<file path="src/rtl/fifo_arb_pkg.sv">
// Shared types and helpers for the FIFO write-port round-robin arbiter.
package fifo_arb_pkg;

    typedef enum logic {
        ST_ARB  = 1'b0,
        ST_LOCK = 1'b1
    } arb_state_e;

    // Ceiling log2 for sizing index and counter fields (returns 0 for v <= 1).
    function automatic int unsigned clog2(input int unsigned v);
        int unsigned r;
        r = 0;
        for (int unsigned i = 0; i < 32; i++) begin
            if ((64'(1) << i) < 64'(v)) begin
                r = i + 1;
            end
        end
        return r;
    endfunction

endpackage

</file>
<file path="src/rtl/fifo_wr_rr_arbiter_rr_pick.sv">
// Rotating-priority encoder: first set request at or after i_ptr, wrapping.
module rr_pick #(
    parameter int unsigned NUM_REQ   = 4,
    parameter int unsigned IDX_WIDTH = 2
) (
    input  logic [NUM_REQ-1:0]   i_req,
    input  logic [IDX_WIDTH-1:0] i_ptr,
    output logic [NUM_REQ-1:0]   o_gnt,
    output logic [IDX_WIDTH-1:0] o_idx,
    output logic                 o_any
);

    // Scan offsets from farthest to nearest so the nearest set bit wins last.
    always_comb begin
        int unsigned          k;
        logic [IDX_WIDTH-1:0] w_k;
        o_gnt = '0;
        o_idx = '0;
        o_any = 1'b0;
        k     = 0;
        w_k   = '0;
        for (int i = NUM_REQ - 1; i >= 0; i--) begin
            k = 32'(i_ptr) + 32'(i);
            if (k >= NUM_REQ) begin
                k = k - NUM_REQ;
            end
            w_k = IDX_WIDTH'(k);
            if (i_req[w_k]) begin
                o_gnt      = '0;
                o_gnt[w_k] = 1'b1;
                o_idx      = w_k;
                o_any      = 1'b1;
            end
        end
    end

endmodule

</file>
<file path="src/rtl/fifo_wr_rr_arbiter.sv">
// Round-robin arbiter sharing one sync-FIFO write port among NUM_REQ producers.
// Optional burst lock is built when FIFO_ARB_LOCK_EN is defined.
module fifo_wr_rr_arbiter
    import fifo_arb_pkg::*;
#(
    parameter int unsigned NUM_REQ    = 4,
    parameter int unsigned DATA_WIDTH = 4,
    parameter int unsigned IDX_WIDTH  = 2,
    parameter int unsigned BURST_MAX  = 4
) (
    input  logic                          clk,
    input  logic                          rst_n,
    input  logic [NUM_REQ-1:0]            req,
    input  logic [NUM_REQ-1:0]            req_lock,
    input  logic [NUM_REQ*DATA_WIDTH-1:0] req_data,
    output logic [NUM_REQ-1:0]            gnt,
    input  logic                          fifo_full,
    output logic                          fifo_w_en,
    output logic [DATA_WIDTH-1:0]         fifo_w_data,
    output logic                          lock_active
);

    localparam int unsigned CNT_W = clog2(BURST_MAX + 1);

    logic [IDX_WIDTH-1:0] r_rr_ptr;
    arb_state_e           r_state;
    logic [NUM_REQ-1:0]   w_pick_gnt;
    logic [IDX_WIDTH-1:0] w_pick_idx;
    logic                 w_any;
    logic [NUM_REQ-1:0]   w_gnt;
    logic [IDX_WIDTH-1:0] w_ptr_nxt;
    arb_state_e           w_state_nxt;

`ifdef FIFO_ARB_LOCK_EN
    logic [IDX_WIDTH-1:0] r_owner;
    logic [CNT_W-1:0]     r_beat_cnt;
    logic [IDX_WIDTH-1:0] w_owner_nxt;
    logic [CNT_W-1:0]     w_cnt_nxt;
`else
    logic                 w_unused_lock;
    assign w_unused_lock = ^req_lock;
`endif

    function automatic logic [IDX_WIDTH-1:0] inc_idx(input logic [IDX_WIDTH-1:0] idx);
        return (32'(idx) == NUM_REQ - 1) ? '0 : IDX_WIDTH'(32'(idx) + 1);
    endfunction

    rr_pick #(
        .NUM_REQ   (NUM_REQ),
        .IDX_WIDTH (IDX_WIDTH)
    ) u_rr_pick (
        .i_req (req),
        .i_ptr (r_rr_ptr),
        .o_gnt (w_pick_gnt),
        .o_idx (w_pick_idx),
        .o_any (w_any)
    );

    // Grant selection and next-state decode for the arbitration FSM.
    always_comb begin
        w_gnt       = '0;
        w_state_nxt = r_state;
        w_ptr_nxt   = r_rr_ptr;
`ifdef FIFO_ARB_LOCK_EN
        w_owner_nxt = r_owner;
        w_cnt_nxt   = r_beat_cnt;
`endif
        if (r_state == ST_ARB) begin
            if (w_any && !fifo_full) begin
                w_gnt     = w_pick_gnt;
                w_ptr_nxt = inc_idx(w_pick_idx);
`ifdef FIFO_ARB_LOCK_EN
                if (req_lock[w_pick_idx]) begin
                    w_state_nxt = ST_LOCK;
                    w_owner_nxt = w_pick_idx;
                    w_cnt_nxt   = CNT_W'(1);
                end
`endif
            end
        end
`ifdef FIFO_ARB_LOCK_EN
        else begin
            // Owner withdrawal ends the burst regardless of fifo_full.
            if (!req[r_owner]) begin
                w_state_nxt = ST_ARB;
                w_ptr_nxt   = inc_idx(r_owner);
                w_cnt_nxt   = '0;
            end else if (!fifo_full) begin
                w_gnt[r_owner] = 1'b1;
                w_cnt_nxt      = (r_beat_cnt == '1) ? r_beat_cnt : CNT_W'(r_beat_cnt + 1'b1);
                if (!req_lock[r_owner] || (32'(w_cnt_nxt) >= BURST_MAX)) begin
                    w_state_nxt = ST_ARB;
                    w_ptr_nxt   = inc_idx(r_owner);
                    w_cnt_nxt   = '0;
                end
            end
        end
`endif
    end

    // Arbitration state registers.
    always_ff @(posedge clk or negedge rst_n) begin
        if (!rst_n) begin
            r_state    <= ST_ARB;
            r_rr_ptr   <= '0;
`ifdef FIFO_ARB_LOCK_EN
            r_owner    <= '0;
            r_beat_cnt <= '0;
`endif
        end else begin
            r_state    <= w_state_nxt;
            r_rr_ptr   <= w_ptr_nxt;
`ifdef FIFO_ARB_LOCK_EN
            r_owner    <= w_owner_nxt;
            r_beat_cnt <= w_cnt_nxt;
`endif
        end
    end

    // Zero-latency write path; grants are forced low while reset is held.
    assign gnt       = rst_n ? w_gnt : '0;
    assign fifo_w_en = |(req & gnt);

    // Data mux driven by the one-hot grant.
    always_comb begin
        fifo_w_data = '0;
        for (int unsigned i = 0; i < NUM_REQ; i++) begin
            if (req[i] && gnt[i]) begin
                fifo_w_data = fifo_w_data | req_data[i*DATA_WIDTH +: DATA_WIDTH];
            end
        end
    end

`ifdef FIFO_ARB_LOCK_EN
    assign lock_active = (r_state == ST_LOCK);
`else
    assign lock_active = 1'b0;
`endif

endmodule
</file>
<file path="config.mk">
export PLATFORM = sky130hd
export DESIGN_NAME = fifo_wr_rr_arbiter
export DESIGN_NICKNAME = d
export VERILOG_FILES = /design/src/rtl/fifo_arb_pkg.sv /design/src/rtl/fifo_wr_rr_arbiter_rr_pick.sv /design/src/rtl/fifo_wr_rr_arbiter.sv
export SDC_FILE = /design/constraint.sdc
export NUM_CORES = 1
export LEC_CHECK = 0
export ABC_AREA = 1
export BUFFER_PORTS_ARGS = -buffer_cell sky130_fd_sc_hd__buf_2
export CAP_MARGIN = 20
export CELL_PAD_IN_SITES_DETAIL_PLACEMENT = 2
export CELL_PAD_IN_SITES_GLOBAL_PLACEMENT = 2
export CORE_MARGIN = 2
export CORE_UTILIZATION = 23
export CTS_CLUSTER_SIZE = 28
export DETAILED_ROUTE_END_ITERATION = 7
export PLACE_DENSITY = 0.76
export SYNTH_ARGS = -nofsm -noshare
export SYNTH_HDL_FRONTEND = slang
export SYNTH_SLANG_ARGS = --single-unit
</file>
<file path="constraint.sdc">
create_clock -name clk -period 3.02 [get_ports clk]
set_clock_uncertainty 0.1 [all_clocks]
set_input_delay 0.302 -clock clk [delete_from_list [all_inputs] [get_ports clk]]
set_output_delay 0.302 -clock clk [all_outputs]
set_load 0.02 [all_outputs]
</file>
# Word level (Yosys, flattened, before mapping)

Index checks and enable logic that the tools add are counted.

Memories kept: 0
Memory bits (writable): 0
Output and inout port bits: 10
Bits in latches: 0
ROM bits: 0
Register bits: 2
Input bits: 27

Mux-type cells: 39
Equality and inequality tests: 1
$mul: 0
Div/mod/pow operators: 0
Magnitude comparators: 12
Bitwise gates (word level): 4
Shifts and indexed selects: 0
Add/sub/neg operators: 8
Reduce and logical (&&, ||, !) cells: 11

Operators with widths:

| operator              | number |
|---|---|
| $mux W4               | 10 |
| $mux W2               | 9 |
| $lt A2 B3 Y1 const B  | 4 |
| $mux W1               | 12 |
| $or A4 B4 Y4          | 3 |
| $ge A3 B3 Y1 const B  | 3 |
| $logic_and A1 B1 Y1   | 9 |
| $bmux W1 S2           | 4 |
| $demux W1 S2          | 4 |
| $ge A2 B1 Y1 const B  | 4 |
| $sub A2 B1 Y2 const B | 4 |
| $add A2 B2 Y3 const B | 2 |
| $and A4 B4 Y4         | 1 |
| $reduce_or A4 Y1      | 1 |
| $add A2 B1 Y3 const B | 1 |
| $ge A2 B3 Y1 const B  | 1 |
| $add A2 B1 Y2 const B | 1 |
| $eq A2 B2 Y1 const B  | 1 |
| $logic_not A1 Y1      | 1 |

# Logic depth before layout (Yosys ltp)

Gate-level depths: netlist of the first run.

Word-level depth: 21
Mapped depth: 14
Gate-level depth less buffers: 13

# Modules after synthesis

A second synthesis of the first run with hierarchy kept.

Cell total of the unflattened synthesis: 147
Area, all modules: 809.5 um^2

By module, submodules not included:

| module             | cells each | area each (um^2) | times used |
|---|---|---|---|
| rr_pick            | 88         | 486.7            | 1 |
| fifo_wr_rr_arbiter | 59         | 322.8            | 1 |

# Worst setup path after synthesis of the first run

Ideal clock, no wire load.

Kind: reg2out
From: register r_rr_ptr[0]
To: output port fifo_w_en
Path slack: 0.611 ns
Arrival time: 2.007 ns
Stages on the path, launching flop included: 14
Cell sequence: dfrtp_1 buf_4 inv_4 ha_1 inv_1 nand3_1 nand2_2 nor2_2 nand2_4 nand3_4 nor2_4 and2_4 nand2_2 nand4_2

Longest elaborated chain between the ends: 15
Elaborated cells on any way between the ends: 56
Classes of those cells: 7 x add/sub; 12 x order compare; 30 x mux; 1 x bitwise; 6 x reduce/logical

Ends and longest elaborated chain:

| what                                                                      | RTL line                                                           | source |
|---|---|---|
| start, declared                                                           | fifo_wr_rr_arbiter.sv:25                                           | `logic [IDX_WIDTH-1:0] r_rr_ptr;` |
| start signal, assigned                                                    | fifo_wr_rr_arbiter.sv:112                                          | `r_rr_ptr <= w_ptr_nxt;` |
| $add A2 B2 Y3                                                             | fifo_wr_rr_arbiter_rr_pick.sv:23                                   | `k = 32'(i_ptr) + 32'(i);` |
| $ge A3 B3 Y1 / $sub A2 B1 Y2 (equally long branches)                      | fifo_wr_rr_arbiter_rr_pick.sv:24, fifo_wr_rr_arbiter_rr_pick.sv:25 |  |
| $mux W2                                                                   | fifo_wr_rr_arbiter_rr_pick.sv:24                                   | `if (k >= NUM_REQ) begin` |
| $lt A2 B3 Y1 (implied by the code) / $ge A2 B1 Y1 (equally long branches) | fifo_wr_rr_arbiter_rr_pick.sv:30                                   | `o_gnt[w_k] = 1'b1;` |
| $logic_and A1 B1 Y1 (implied by the code)                                 | fifo_wr_rr_arbiter_rr_pick.sv:30                                   |  |
| $mux W1 (implied by the code)                                             | fifo_wr_rr_arbiter_rr_pick.sv:30                                   |  |
| $demux W1 S2                                                              | -                                                                  |  |
| $mux W4 (4 in series)                                                     | fifo_wr_rr_arbiter_rr_pick.sv:28                                   | `if (i_req[w_k]) begin` |
| $mux W4 *                                                                 | fifo_wr_rr_arbiter.sv:69                                           | `if (w_any && !fifo_full) begin` |
| $mux W4 *                                                                 | fifo_wr_rr_arbiter.sv:121                                          | `assign gnt = rst_n ? w_gnt : '0;` |
| net gnt[0]                                                                | fifo_wr_rr_arbiter.sv:16                                           | `output logic [NUM_REQ-1:0] gnt,` |
| $and A4 B4 Y4 *                                                           | fifo_wr_rr_arbiter.sv:122                                          | `assign fifo_w_en = \|(req & gnt);` |
| $reduce_or A4 Y1 *                                                        | fifo_wr_rr_arbiter.sv:122                                          |  |
| end, declared                                                             | fifo_wr_rr_arbiter.sv:18                                           | `output logic fifo_w_en,` |

The timed path passes the listed nets; every way through them passes the cells marked *. The select of a mux whose other input is x is not followed.

# Worst setup path after layout of the first run

From: register r_rr_ptr[1]
To: output port fifo_w_data[3]

Longest elaborated chain between the ends: 21
Elaborated cells on any way between the ends: 65
Classes of those cells: 7 x add/sub; 12 x order compare; 34 x mux; 3 x bitwise; 9 x reduce/logical

Ends and longest elaborated chain:

| what                                                                      | RTL line                                                           | source |
|---|---|---|
| $add A2 B2 Y3                                                             | fifo_wr_rr_arbiter_rr_pick.sv:23                                   |  |
| $ge A3 B3 Y1 / $sub A2 B1 Y2 (equally long branches)                      | fifo_wr_rr_arbiter_rr_pick.sv:24, fifo_wr_rr_arbiter_rr_pick.sv:25 |  |
| $mux W2                                                                   | fifo_wr_rr_arbiter_rr_pick.sv:24                                   |  |
| $lt A2 B3 Y1 (implied by the code) / $ge A2 B1 Y1 (equally long branches) | fifo_wr_rr_arbiter_rr_pick.sv:30                                   |  |
| $logic_and A1 B1 Y1 (implied by the code)                                 | fifo_wr_rr_arbiter_rr_pick.sv:30                                   |  |
| $mux W1 (implied by the code)                                             | fifo_wr_rr_arbiter_rr_pick.sv:30                                   |  |
| $demux W1 S2                                                              | -                                                                  |  |
| $mux W4 (4 in series)                                                     | fifo_wr_rr_arbiter_rr_pick.sv:28                                   |  |
| [... 2 more ...]                                                          | -                                                                  |  |
| $logic_and A1 B1 Y1                                                       | fifo_wr_rr_arbiter.sv:128                                          | `if (req[i] && gnt[i]) begin` |
| $mux W4                                                                   | fifo_wr_rr_arbiter.sv:128                                          |  |
| $or A4 B4 Y4                                                              | fifo_wr_rr_arbiter.sv:129                                          | `fifo_w_data = fifo_w_data \| req_data[i*DATA_WIDTH +: DATA_WIDTH];` |
| $mux W4                                                                   | fifo_wr_rr_arbiter.sv:128                                          |  |
| $or A4 B4 Y4                                                              | fifo_wr_rr_arbiter.sv:129                                          |  |
| $mux W4                                                                   | fifo_wr_rr_arbiter.sv:128                                          |  |
| $or A4 B4 Y4                                                              | fifo_wr_rr_arbiter.sv:129                                          |  |
| $mux W4 *                                                                 | fifo_wr_rr_arbiter.sv:128                                          |  |
| end, declared                                                             | fifo_wr_rr_arbiter.sv:19                                           | `output logic [DATA_WIDTH-1:0] fifo_w_data,` |

Every way passes the cells marked *; elsewhere a longest branch is shown, timed or not. The select of a mux whose other input is x is not followed.

==> impl_results.md, run 1 <==
* Outcome: completed
* Top sig layer: met3
* Final WL at roughly 3400 um
* Clk sinks at 2
* Non-filler instance count after layout at between 200 and 250
* F_max at around 360 MHz
* Worst r2r dst: r_rr_ptr[1]$_DFFE_PN0N_
* Top Ports at 37
* Worst-path maximum fanout at 7
* Cells after DPL at between 200 and 250
* Initial antenna violation count at 0
* DP HPWL at about 2900 um
* Area after DPL at 1090 um^2
* Drt pass-1 iters at 4
* Vias in the first global route at around 1200
* FF-to-FF path depth at 11
* PortBufs at 31
* Clk buf depth at 2
* First-pass GRT wire length at between 5000 and 6000 um
* Worst Setup End Kind: output pin
* Mux cell area share after synthesis at 0%
* Library cells used by synthesis at 23
* GR Overflow Total at 0
* Synth Area in Simple Gates at approximately 65%
* Fin util at 31.4%
* Final max-slew violation count at 0
* Critical Path Source Type: flip-flop
* Crit Path Category: flip-flop to output pin
* Mapped Avg Cell Area at approximately 6.1 um^2
* Postcts setup bufs at 0
* Setup TNS at 0 ns
* Routed length per instance at around 15 um
* Critical path required time at roughly 2.6 ns
* Core area at ~3700 um^2
* Std cell rows at 22
* Clk_lat worst skew at 0.21 ns
* Met3 WL at around 64 um
* Clock transition at the registers of the reported paths at 0.03 ns
* Worst R2R Start: r_rr_ptr[1]$_DFFE_PN0N_
* Num CTS Buffers at 3
* Yosys warns at 0
* Diodes inserted at 0
* Top flop regs: r_rr_ptr: 2 flops
* Root Driver: clkbuf_8
* Combinational family with the most area after synthesis: simple AND/OR/NAND/NOR gates
* Post-synthesis net count at 179
* Final Critical Period at around 2.8 ns
* Design area at 1150 um^2
* Largest register FFs at 2
* Crit path DAT at 2.40 ns
* P_leak at roughly 0.00063 uW
* PwrDens at ~1100 nW/um^2
* Largest net degree at the start of global routing at 13
* Max-cap violations at 0
* Initial core utilization at 23.8%
* Area delta synth->final at 31.9%
* DIE AREA at between 4000 and 5000 um^2
* RePlAce Congestion at ~0.75
* Die Y-Extent at around 66 um
* Fin. Hold Viols at 0
* Reg2Reg Setup Slack at 0.93 ns
* CP startpoint: r_rr_ptr[1]$_DFFE_PN0N_
* Nets at between 200 and 250
* # DRC at 0
* Hold crit path type: primary input to async pin
* Via count at ~1100
* Met2 Wirelength at 1890 um
* Vias/cell at roughly 4.9
* Synth Area in Adders at ~11%
* # H-tree levels at 1
* Final period util at 92.6%
* Drt first-iter violations at 9
* Post-Synthesis Cells at about 140
* Maximum VDD drop at approximately 0.38 mV
* RSZ-0062 raised after global routing: false
* Largest Register: r_rr_ptr
* CTS tree: built
* Overall global routing resource usage at about 17%
* Cell Area, Synth at between 800 and 900 um^2
* Synth Area in XOR/XNOR at 0%
* Die width at 65.6 um
* Endpoints failing setup at 0
* Share of layout cells above drive strength 1 at 36.7%
* Complex-gate fraction of the synthesized area at 5.45%
* Synth Register Bits at 2
* Post-DRT Antenna Nets at 0
* Post-synthesis sequential area ratio at under 10%
* Wl on met1 at ~1500 um
[power by group]
group	switching (uW)	internal, uW	total [uW]
Clock	20.0	84.2	104
Sequential	24.7	43.3	68.1
Combinational	801	345	1150
[cell type report]
type	instances	area (um^2)
sequential	2	51.3
timing repair buffer	35	188
tap	48	60.1
inverter	22	85.1
multi-input combinational	118	724
clock buffer	3	41.3
fill	481	2510
[cells in the final DEF, fill, tap and decap left out]
cell type,n
nand2_1,35
buf_2,31
nand4_1,21
inv_1,16
nand3_1,14
ha_1,8
nand2_2,7
inv_2,5
nor2_1,5
nand3_2,4
nor2_4,4
a21oi_1,4
o21ai_0,4
and2_1,3
clkbuf_8,3
buf_4,3
nand2_4,2
nor2_2,2
inv_4,1
nand3_4,1
and2_4,1
nand4_2,1
o211ai_1,1
conb_1,1
dlygate4sd3_1,1
dfrtp_1,1
dfrtp_2,1
[synth_stat cells (all sizes together)]
cell / count / area, um^2
a21oi: 4 / 20.0
and2: 4 / 27.5
buf: 2 / 15.0
conb: 1 / 3.75
dfrtp: 2 / 50.1
ha: 8 / 100
inv: 22 / 85.1
nand2: 44 / 195
nand3: 19 / 128
nand4: 22 / 144
nor2: 11 / 76.3
o211ai: 1 / 7.51
o21ai: 4 / 20.0
[metrics by stage]
step | total power (uW) | setup slack (ns) | hold WS, ns
6_report | 1320 | 0.222 | 0.342
5_1_grt | 1460 | 0.00563 | 0.341
4_1_cts | 1320 | 0.0662 | 0.325
3_5_place_dp | 1200 | 0.304 | 0.0127
3_3_place_gp | 1140 | 0.365 | 0.00811
2_1_floorplan | 876 | 0.611 | -0.0936
[cell families after synthesis]
family                   Yosys count
AO/OA/AOI/OAI                      9
adder cells (fa/ha/maj)            8
buffers and inverters             24
flip-flops                         2
other                              1
AND/OR/NAND/NOR                  100
[per-layer routing]
metal  vias to the layer above  track usage (%)
met1                       546             19.4
met5                         -                0
met2                        15             32.3
met3                         0             2.23
met4                         0             4.43
li1                        555                -
[how the worst max path moves through the flow]
stage                                 to  slack (ns)
final                     fifo_w_data[3]        0.22
after global routing      fifo_w_data[3]       0.006
after CTS                 fifo_w_data[3]        0.07
after detailed placement  fifo_w_data[3]        0.30
after global placement    fifo_w_data[3]        0.37
after floorplan                fifo_w_en        0.61
[repair_timing]
| action | in CTS | in global routing |
|---|---|---|
| endpoints found under the hold margin | 2 | 0 |
| hold buffers | 1 | 0 |
| gates resized for setup | 0 | 2 |
| setup endpoints to repair | 0 | 5 |
[critical path, stage by stage (launching register included)]
cell     delay [ns]
dfrtp_2        0.43
inv_1          0.09
ha_1           0.34
inv_1          0.13
nand3_2        0.11
nand2_2        0.16
nor2_2         0.07
nand2_4        0.08
nand3_4        0.13
nor2_4         0.17
nand4_1        0.12
nand2_1        0.10
inv_1          0.04
nand2_1        0.05
buf_2          0.15
(Power assumes the default switching activity.)
==> run 2: changes to the inputs <==
--- a/config.mk
+++ b/config.mk
@@ -6,15 +6,15 @@
 export NUM_CORES = 1
 export LEC_CHECK = 0
 export ABC_AREA = 1
-export BUFFER_PORTS_ARGS = -buffer_cell sky130_fd_sc_hd__buf_2
 export CAP_MARGIN = 20
 export CELL_PAD_IN_SITES_DETAIL_PLACEMENT = 2
 export CELL_PAD_IN_SITES_GLOBAL_PLACEMENT = 2
-export CORE_MARGIN = 2
-export CORE_UTILIZATION = 23
+export CORE_MARGIN = 3
+export CORE_UTILIZATION = 30
 export CTS_CLUSTER_SIZE = 28
 export DETAILED_ROUTE_END_ITERATION = 7
-export PLACE_DENSITY = 0.76
+export DONT_BUFFER_PORTS = 1
+export PLACE_DENSITY = 0.74
 export SYNTH_ARGS = -nofsm -noshare
 export SYNTH_HDL_FRONTEND = slang
 export SYNTH_SLANG_ARGS = --single-unit
==> run 2 against run 1 <==
Against the previous run:
- combinational power fell by 9.6%
- critical path depth fell by 1
- core utilization rose by 4.8 points
- worst setup slack improved by 0.029 ns
- critical path type unchanged
- largest cell class unchanged
- highest routed layer unchanged
==> impl_results.md, run 2 (same netlist as run 1, synthesis figures left out) <==
* Post-place setup slack at 0.291 ns (was 0.304 ns)
* Overall global routing resource usage at 17.8% (was 16.9%)
* PwrDens at 1240 nW/um^2 (was 1150 nW/um^2)
* Crit path DAT at 2.37 ns (was 2.40 ns)
* Commonest non-fill, non-tap cell in the layout: nand2_1 (unchanged)
* Clock transition at the registers of the reported paths at 0.03 ns (about the same)
* Initial antenna violation count at 0 (unchanged)
* Max-cap violations at 0 (unchanged)
* RSZ-0062 raised after global routing: false (unchanged)
* Slack of the critical path at 0.252 ns (was 0.222 ns)
* Top flop regs: r_rr_ptr: 2 flops (unchanged)
* Maximum VDD drop at 0.463 mV (was 0.379 mV)
* Setup TNS at 0 ns (unchanged)
* Diodes inserted at 0 (unchanged)
* Final max-slew violation count at 0 (unchanged)
* Vias in the first global route at 1040 (was 1235)
* Nets at 185 (was 217)
* Combinational share of power at 88.9% (was 86.9%)
* Die width at 59.9 um (was 65.6 um)
* Outcome: completed (unchanged)
* Largest register FFs at 2 (unchanged)
* Final WL at 2840 um (was 3420 um)
* Clock Power Share at 5.2% (was 7.9%)
* Critical path required time at 2.62 ns (about the same)
* F_max at 361 MHz (was 357 MHz)
* Vias/cell at 5.45 (was 4.89)
* Num CTS Buffers at 3 (unchanged)
* Drt pass-1 iters at 4 (unchanged)
* Final period util at 91.7% (was 92.6%)
* Sequential power share at 5.9% (was 5.2%)
* RePlAce Congestion at 0.746 (about the same)
* DIE AREA at 3590 um^2 (was 4300 um^2)
* Postcts setup bufs at 0 (unchanged)
* Largest net degree at the start of global routing at 13 (unchanged)
* Crit Path Category: flip-flop to output pin (unchanged)
* First-pass GRT wire length at 4920 um (was 5690 um)
* Largest Register: r_rr_ptr (unchanged)
* NetSw at 790 uW (was 846 uW)
* Sw Ratio at 67.2% (was 64.2%)
* Filler cell count at 341 (was 481)
* # DRC at 0 (unchanged)
* Routed length per instance at 15.9 um (was 15.0 um)
* Hold crit path type: primary input to async pin (unchanged)
* Top Ports at 37 (unchanged)
* Core area at 2610 um^2 (was 3660 um^2)
* Final Critical Period at 2.77 ns (was 2.80 ns)
* Die Y-Extent at 59.9 um (was 65.6 um)
* Clk buf depth at 2 (unchanged)
* Drt first-iter violations at 37 (was 9)
* # H-tree levels at 1 (unchanged)
* Std cell rows at 18 (was 22)
* DP HPWL at 2400 um (was 2860 um)
* Root Driver: clkbuf_4 (was clkbuf_8)
* Area delta synth->final at 8.46% (was 31.9%)
* Int Pwr at 385 uW (was 472 uW)
* Post-DRT Antenna Nets at 0 (unchanged)
* Fin. Hold Viols at 0 (unchanged)
* Critical Path Source Type: flip-flop (unchanged)
* Initial core utilization at 33.4% (was 23.8%)
* Worst Setup End Kind: output pin (unchanged)
* Share of layout cells above drive strength 1 at 23.0% (was 36.7%)
* Endpoints failing setup at 0 (unchanged)
* Via count at 970 (was 1116)
* CTS tree: built (unchanged)
* P_leak at 0.000483 uW (was 0.000629 uW)
* Clk sinks at 2 (unchanged)
* Clk_lat worst skew at 0.23 ns (was 0.21 ns)
* PortBufs at 0 (was 31)
* Pwr Total at 1170 uW (was 1320 uW)
* FF-to-FF path depth at 11 (unchanged)
* GR Overflow Total at 0 (unchanged)
* Commonest cells after routing, fill and taps aside: nand2_1 (35), nand4_1 (21), inv_1 (16), nand3_1 (14), ha_1 (8) (was nand2_1 (35), buf_2 (31), nand4_1 (21), inv_1 (16), nand3_1 (14))
* Worst-path maximum fanout at 7 (unchanged)
run 2: power by group through the flow:
stage / Clock [uW] / Sequential (uW) / Combinational, uW
after floorplan: 0 / 61.9 / 814
after global placement: 0 / 68.5 / 1000
after detailed placement: 0 / 69.3 / 1050
after CTS: 64.7 / 68.9 / 1050
after global routing: 65.4 / 73.6 / 1190
final: 60.7 / 69.5 / 1040
run 2: path summary, 6_finish.rpt:
path / startpoint / endpoint / slack (ns)
worst max-delay path: r_rr_ptr[1]$_DFFE_PN0N_ / fifo_w_data[1] / 0.25
worst min-delay path: rst_n / r_rr_ptr[1]$_DFFE_PN0N_ / 0.21
worst max register to register: r_rr_ptr[1]$_DFFE_PN0N_ / r_rr_ptr[1]$_DFFE_PN0N_ / 0.93
worst min register to register: r_rr_ptr[0]$_DFFE_PN0N_ / r_rr_ptr[0]$_DFFE_PN0N_ / 0.66
max in group asynchronous: rst_n / r_rr_ptr[1]$_DFFE_PN0N_ / 2.47
min in group clk: fifo_full / r_rr_ptr[0]$_DFFE_PN0N_ / 0.32
run 2: per-stage QoR:
| step | hold WS [ns] | utilization (%) | cells | instance area (um^2) |
|---|---|---|---|---|
| after detailed placement | -0.0935 | 34.8 | 174 | 910 |
| after CTS | 0.199 | 36.1 | 178 | 942 |
| after global routing | 0.211 | 36.2 | 178 | 946 |
| after floorplan | -0.0936 | - | 144 | 872 |
| final | 0.212 | 36.2 | 178 | 946 |
| after global placement | -0.0935 | 34.8 | 174 | 910 |
run 2: layout make-up:
class	instances	area, um^2	area share, %
well taps	30	37.5	3.97
multi-input cells	118	724	76.6
clock buffers	3	22.5	2.38
flip-flops and latches	2	51.3	5.42
inverters	22	85.1	8.99
repair buffers	3	25.0	2.65
run 2: layer usage:
layer | wire, um | share of wire [%] | track usage [%]
met1 | 1430 | 51 | 25.7
met2 | 1290 | 46 | 27.8
met3 | 109 | 3.8 | 2.81
met4 | 0 | 0 | 3.16
met5 | 0 | 0 | 0
run 2: critical path: stages, from the launching register on:
cell and delay (ns):
dfrtp_2 0.46, inv_1 0.09, ha_1 0.33, inv_1 0.12
nand3_1 0.10, nand2_2 0.14, nand2_1 0.10, inv_2 0.10
nand2_1 0.06, nand3_1 0.20, nand4_1 0.14, nand2_1 0.09
inv_1 0.04, nand2_1 0.18
run 2: timing repair:
action                                 CTS  global route
setup endpoints to repair                0             6
gates resized for setup                  0             2
hold buffers                             1             0
endpoints found under the hold margin    2             0
==> run 3: changes to the inputs <==
--- a/config.mk
+++ b/config.mk
@@ -9,12 +9,13 @@
 export CAP_MARGIN = 20
 export CELL_PAD_IN_SITES_DETAIL_PLACEMENT = 2
 export CELL_PAD_IN_SITES_GLOBAL_PLACEMENT = 2
-export CORE_MARGIN = 3
+export CORE_MARGIN = 1.5
 export CORE_UTILIZATION = 30
 export CTS_CLUSTER_SIZE = 28
 export DETAILED_ROUTE_END_ITERATION = 7
 export DONT_BUFFER_PORTS = 1
 export PLACE_DENSITY = 0.74
+export RECOVER_POWER = 25
 export SYNTH_ARGS = -nofsm -noshare
 export SYNTH_HDL_FRONTEND = slang
 export SYNTH_SLANG_ARGS = --single-unit
==> run 3 against run 2 <==
Against the previous run:
- worst setup slack better by 0.067 ns
- maximum frequency rose by 2.5%
- power grew 4.9%
- critical path type unchanged
==> impl_results.md, run 3 (same netlist as run 1, synthesis figures left out) <==
* Drt pass-1 iters at 2 (was 4)
* Largest net degree at the start of global routing at 13 (unchanged)
* Clock transition at the registers of the reported paths at 0.03 ns (about the same)
* Initial antenna violation count at 0 (unchanged)
* Critical Path Source Type: flip-flop (unchanged)
* Commonest cells after routing, fill and taps aside: nand2_1 (35), nand4_1 (21), inv_1 (16), nand3_1 (13), ha_1 (8) (was nand2_1 (35), nand4_1 (21), inv_1 (16), nand3_1 (14), ha_1 (8))
* CP peak stage delay at 0.38 ns (was 0.46 ns)
* Clk_lat worst skew at 0.24 ns (was 0.23 ns)
* Final period util at 89.4% (was 91.7%)
* Worst path slowest cell: dfrtp_1 (was dfrtp_2)
* Largest register FFs at 2 (unchanged)
* Nets at 187 (was 185)
* Clk buf depth at 2 (unchanged)
* DP HPWL at 2500 um (was 2400 um)
* Die Y-Extent at 56.9 um (was 59.9 um)
* F_max at 370 MHz (was 361 MHz)
* # H-tree levels at 1 (unchanged)
* Critical path required time at 2.62 ns (about the same)
* Final max-slew violation count at 0 (unchanged)
* GR Overflow Total at 0 (unchanged)
* CTS tree: built (unchanged)
* Top flop regs: r_rr_ptr: 2 flops (unchanged)
* Endpoints failing setup at 0 (unchanged)
* Crit path DAT at 2.30 ns (was 2.37 ns)
* Die width at 56.9 um (was 59.9 um)
* Num CTS Buffers at 3 (unchanged)
* Area delta synth->final at 10.9% (was 8.46%)
* Pwr Total at 1230 uW (was 1170 uW)
* Sequential power share at 4.7% (was 5.9%)
* Combinational share of power at 90.1% (was 88.9%)
* Cell mode on critical path: nand2_1 (unchanged)
* Max-cap violations at 0 (unchanged)
* First-pass GRT wire length at 5120 um (was 4920 um)
* Worst-path maximum fanout at 6 (was 7)
* Critical path, cell by cell: inv_4, ha_1, inv_1, nand3_1, nand2_2, nand2_1, inv_2, nand2_1, nand3_1, nand4_1, nand2_1, inv_1, nand2_1 (was inv_1, ha_1, inv_1, nand3_1, nand2_2, nand2_1, inv_2, nand2_1, nand3_1, nand4_1, nand2_1, inv_1, nand2_1)
* Core area at 2760 um^2 (was 2610 um^2)
* Setup TNS at 0 ns (unchanged)
* Final WL at 3060 um (was 2840 um)
* Slack of the critical path at 0.319 ns (was 0.252 ns)
* Outcome: completed (unchanged)
* # DRC at 0 (unchanged)
* Commonest non-fill, non-tap cell in the layout: nand2_1 (unchanged)
* Root Driver: clkbuf_4 (unchanged)
* Vias/cell at 5.61 (was 5.45)
* Hold crit path type: primary input to async pin (unchanged)
* Cell family with most CP delay: simple AND/OR/NAND/NOR gates (unchanged)
* PwrDens at 1270 nW/um^2 (was 1240 nW/um^2)
* Post-DRT Antenna Nets at 0 (unchanged)
* PortBufs at 0 (unchanged)
* Largest Register: r_rr_ptr (unchanged)
* Share of layout cells above drive strength 1 at 24.7% (was 23.0%)
* Worst Setup End Kind: output pin (unchanged)
* Vias in the first global route at 1060 (was 1040)
* Int Pwr at 408 uW (was 385 uW)
* Initial core utilization at 31.6% (was 33.4%)
* Std cell rows at 19 (was 18)
* Top Ports at 37 (unchanged)
* P_leak at 0.000495 uW (was 0.000483 uW)
* DIE AREA at 3240 um^2 (was 3590 um^2)
* RePlAce Congestion at 0.728 (was 0.746)
* Fin. Hold Viols at 0 (unchanged)
* Clock Power Share at 5.3% (was 5.2%)
* Sw Ratio at 66.9% (was 67.2%)
* Crit Path Category: flip-flop to output pin (unchanged)
* Via count at 1015 (was 970)
* Post-place setup slack at 0.295 ns (was 0.291 ns)
* Clk sinks at 2 (unchanged)
* Drt first-iter violations at 35 (was 37)
* NetSw at 825 uW (was 790 uW)
* Final Critical Period at 2.70 ns (was 2.77 ns)
* Diodes inserted at 0 (unchanged)
* Maximum VDD drop at 0.540 mV (was 0.463 mV)
* Overall global routing resource usage at 20.3% (was 17.8%)
* RSZ-0062 raised after global routing: false (unchanged)
* Routed length per instance at 16.9 um (was 15.9 um)
* Worst Path Buf+Inv at 4 (unchanged)
[run 3: cell types whose count changed in the layout (fill, tap and decap cells not counted)]
cell,before,now
buf_4,2,4
nand3_1,14,13
nand3_2,4,5
[run 3: area by class of cell]
cell class                 count  area [um^2]
tap                           31         38.8
inverter                      22         85.1
clock buffer                   3         22.5
timing repair buffer           5         40.0
multi-input combinational    118          729
sequential                     2         51.3
fill                         352         1790
[run 3: routing by layer]
layer | GRT usage (%) | wire [um]
met4 | 4.98 | 25
met5 | 0 | 0
met2 | 35.3 | 1540
met1 | 26.8 | 1440
met3 | 2.07 | 48
[run 3: metrics by stage]
stage / instances / instance area, um^2 / hold WS [ns] / utilization (%)
2_1_floorplan: 144 / 872 / -0.0936 / -
3_3_place_gp: 176 / 918 / -0.0935 / 33.3
3_5_place_dp: 176 / 918 / -0.0935 / 33.3
4_1_cts: 180 / 951 / 0.200 / 34.5
5_1_grt: 181 / 967 / 0.201 / 35.1
6_report: 181 / 967 / 0.198 / 35.1
[run 3: final timing paths]
path,start,slack (ns),cells past startpoint,to
worst min register to register,r_rr_ptr[0]$_DFFE_PN0N_,0.70,3,r_rr_ptr[0]$_DFFE_PN0N_
worst min-delay path,rst_n,0.20,1,r_rr_ptr[0]$_DFFE_PN0N_
min in group clk,fifo_full,0.33,3,r_rr_ptr[0]$_DFFE_PN0N_
max in group asynchronous,rst_n,2.48,1,r_rr_ptr[1]$_DFFE_PN0N_
worst max-delay path,r_rr_ptr[0]$_DFFE_PN0N_,0.32,13,fifo_w_data[1]
worst max register to register,r_rr_ptr[1]$_DFFE_PN0N_,0.99,11,r_rr_ptr[1]$_DFFE_PN0N_
[run 3: power by group through the flow]
stage | logic, uW | clock network [uW] | registers, uW
4_1_cts | 1080 | 65.1 | 66.8
6_report | 1110 | 64.9 | 57.6
2_1_floorplan | 814 | 0 | 61.9
3_3_place_gp | 1020 | 0 | 64.9
3_5_place_dp | 1070 | 0 | 67.0
5_1_grt | 1240 | 71.7 | 60.0
[run 3: repair_timing]
item	CTS	global route
endpoints found under the setup margin	0	6
hold buffers	1	0
endpoints found under the hold margin	2	0
gates resized for setup	0	3
setup buffers	0	1
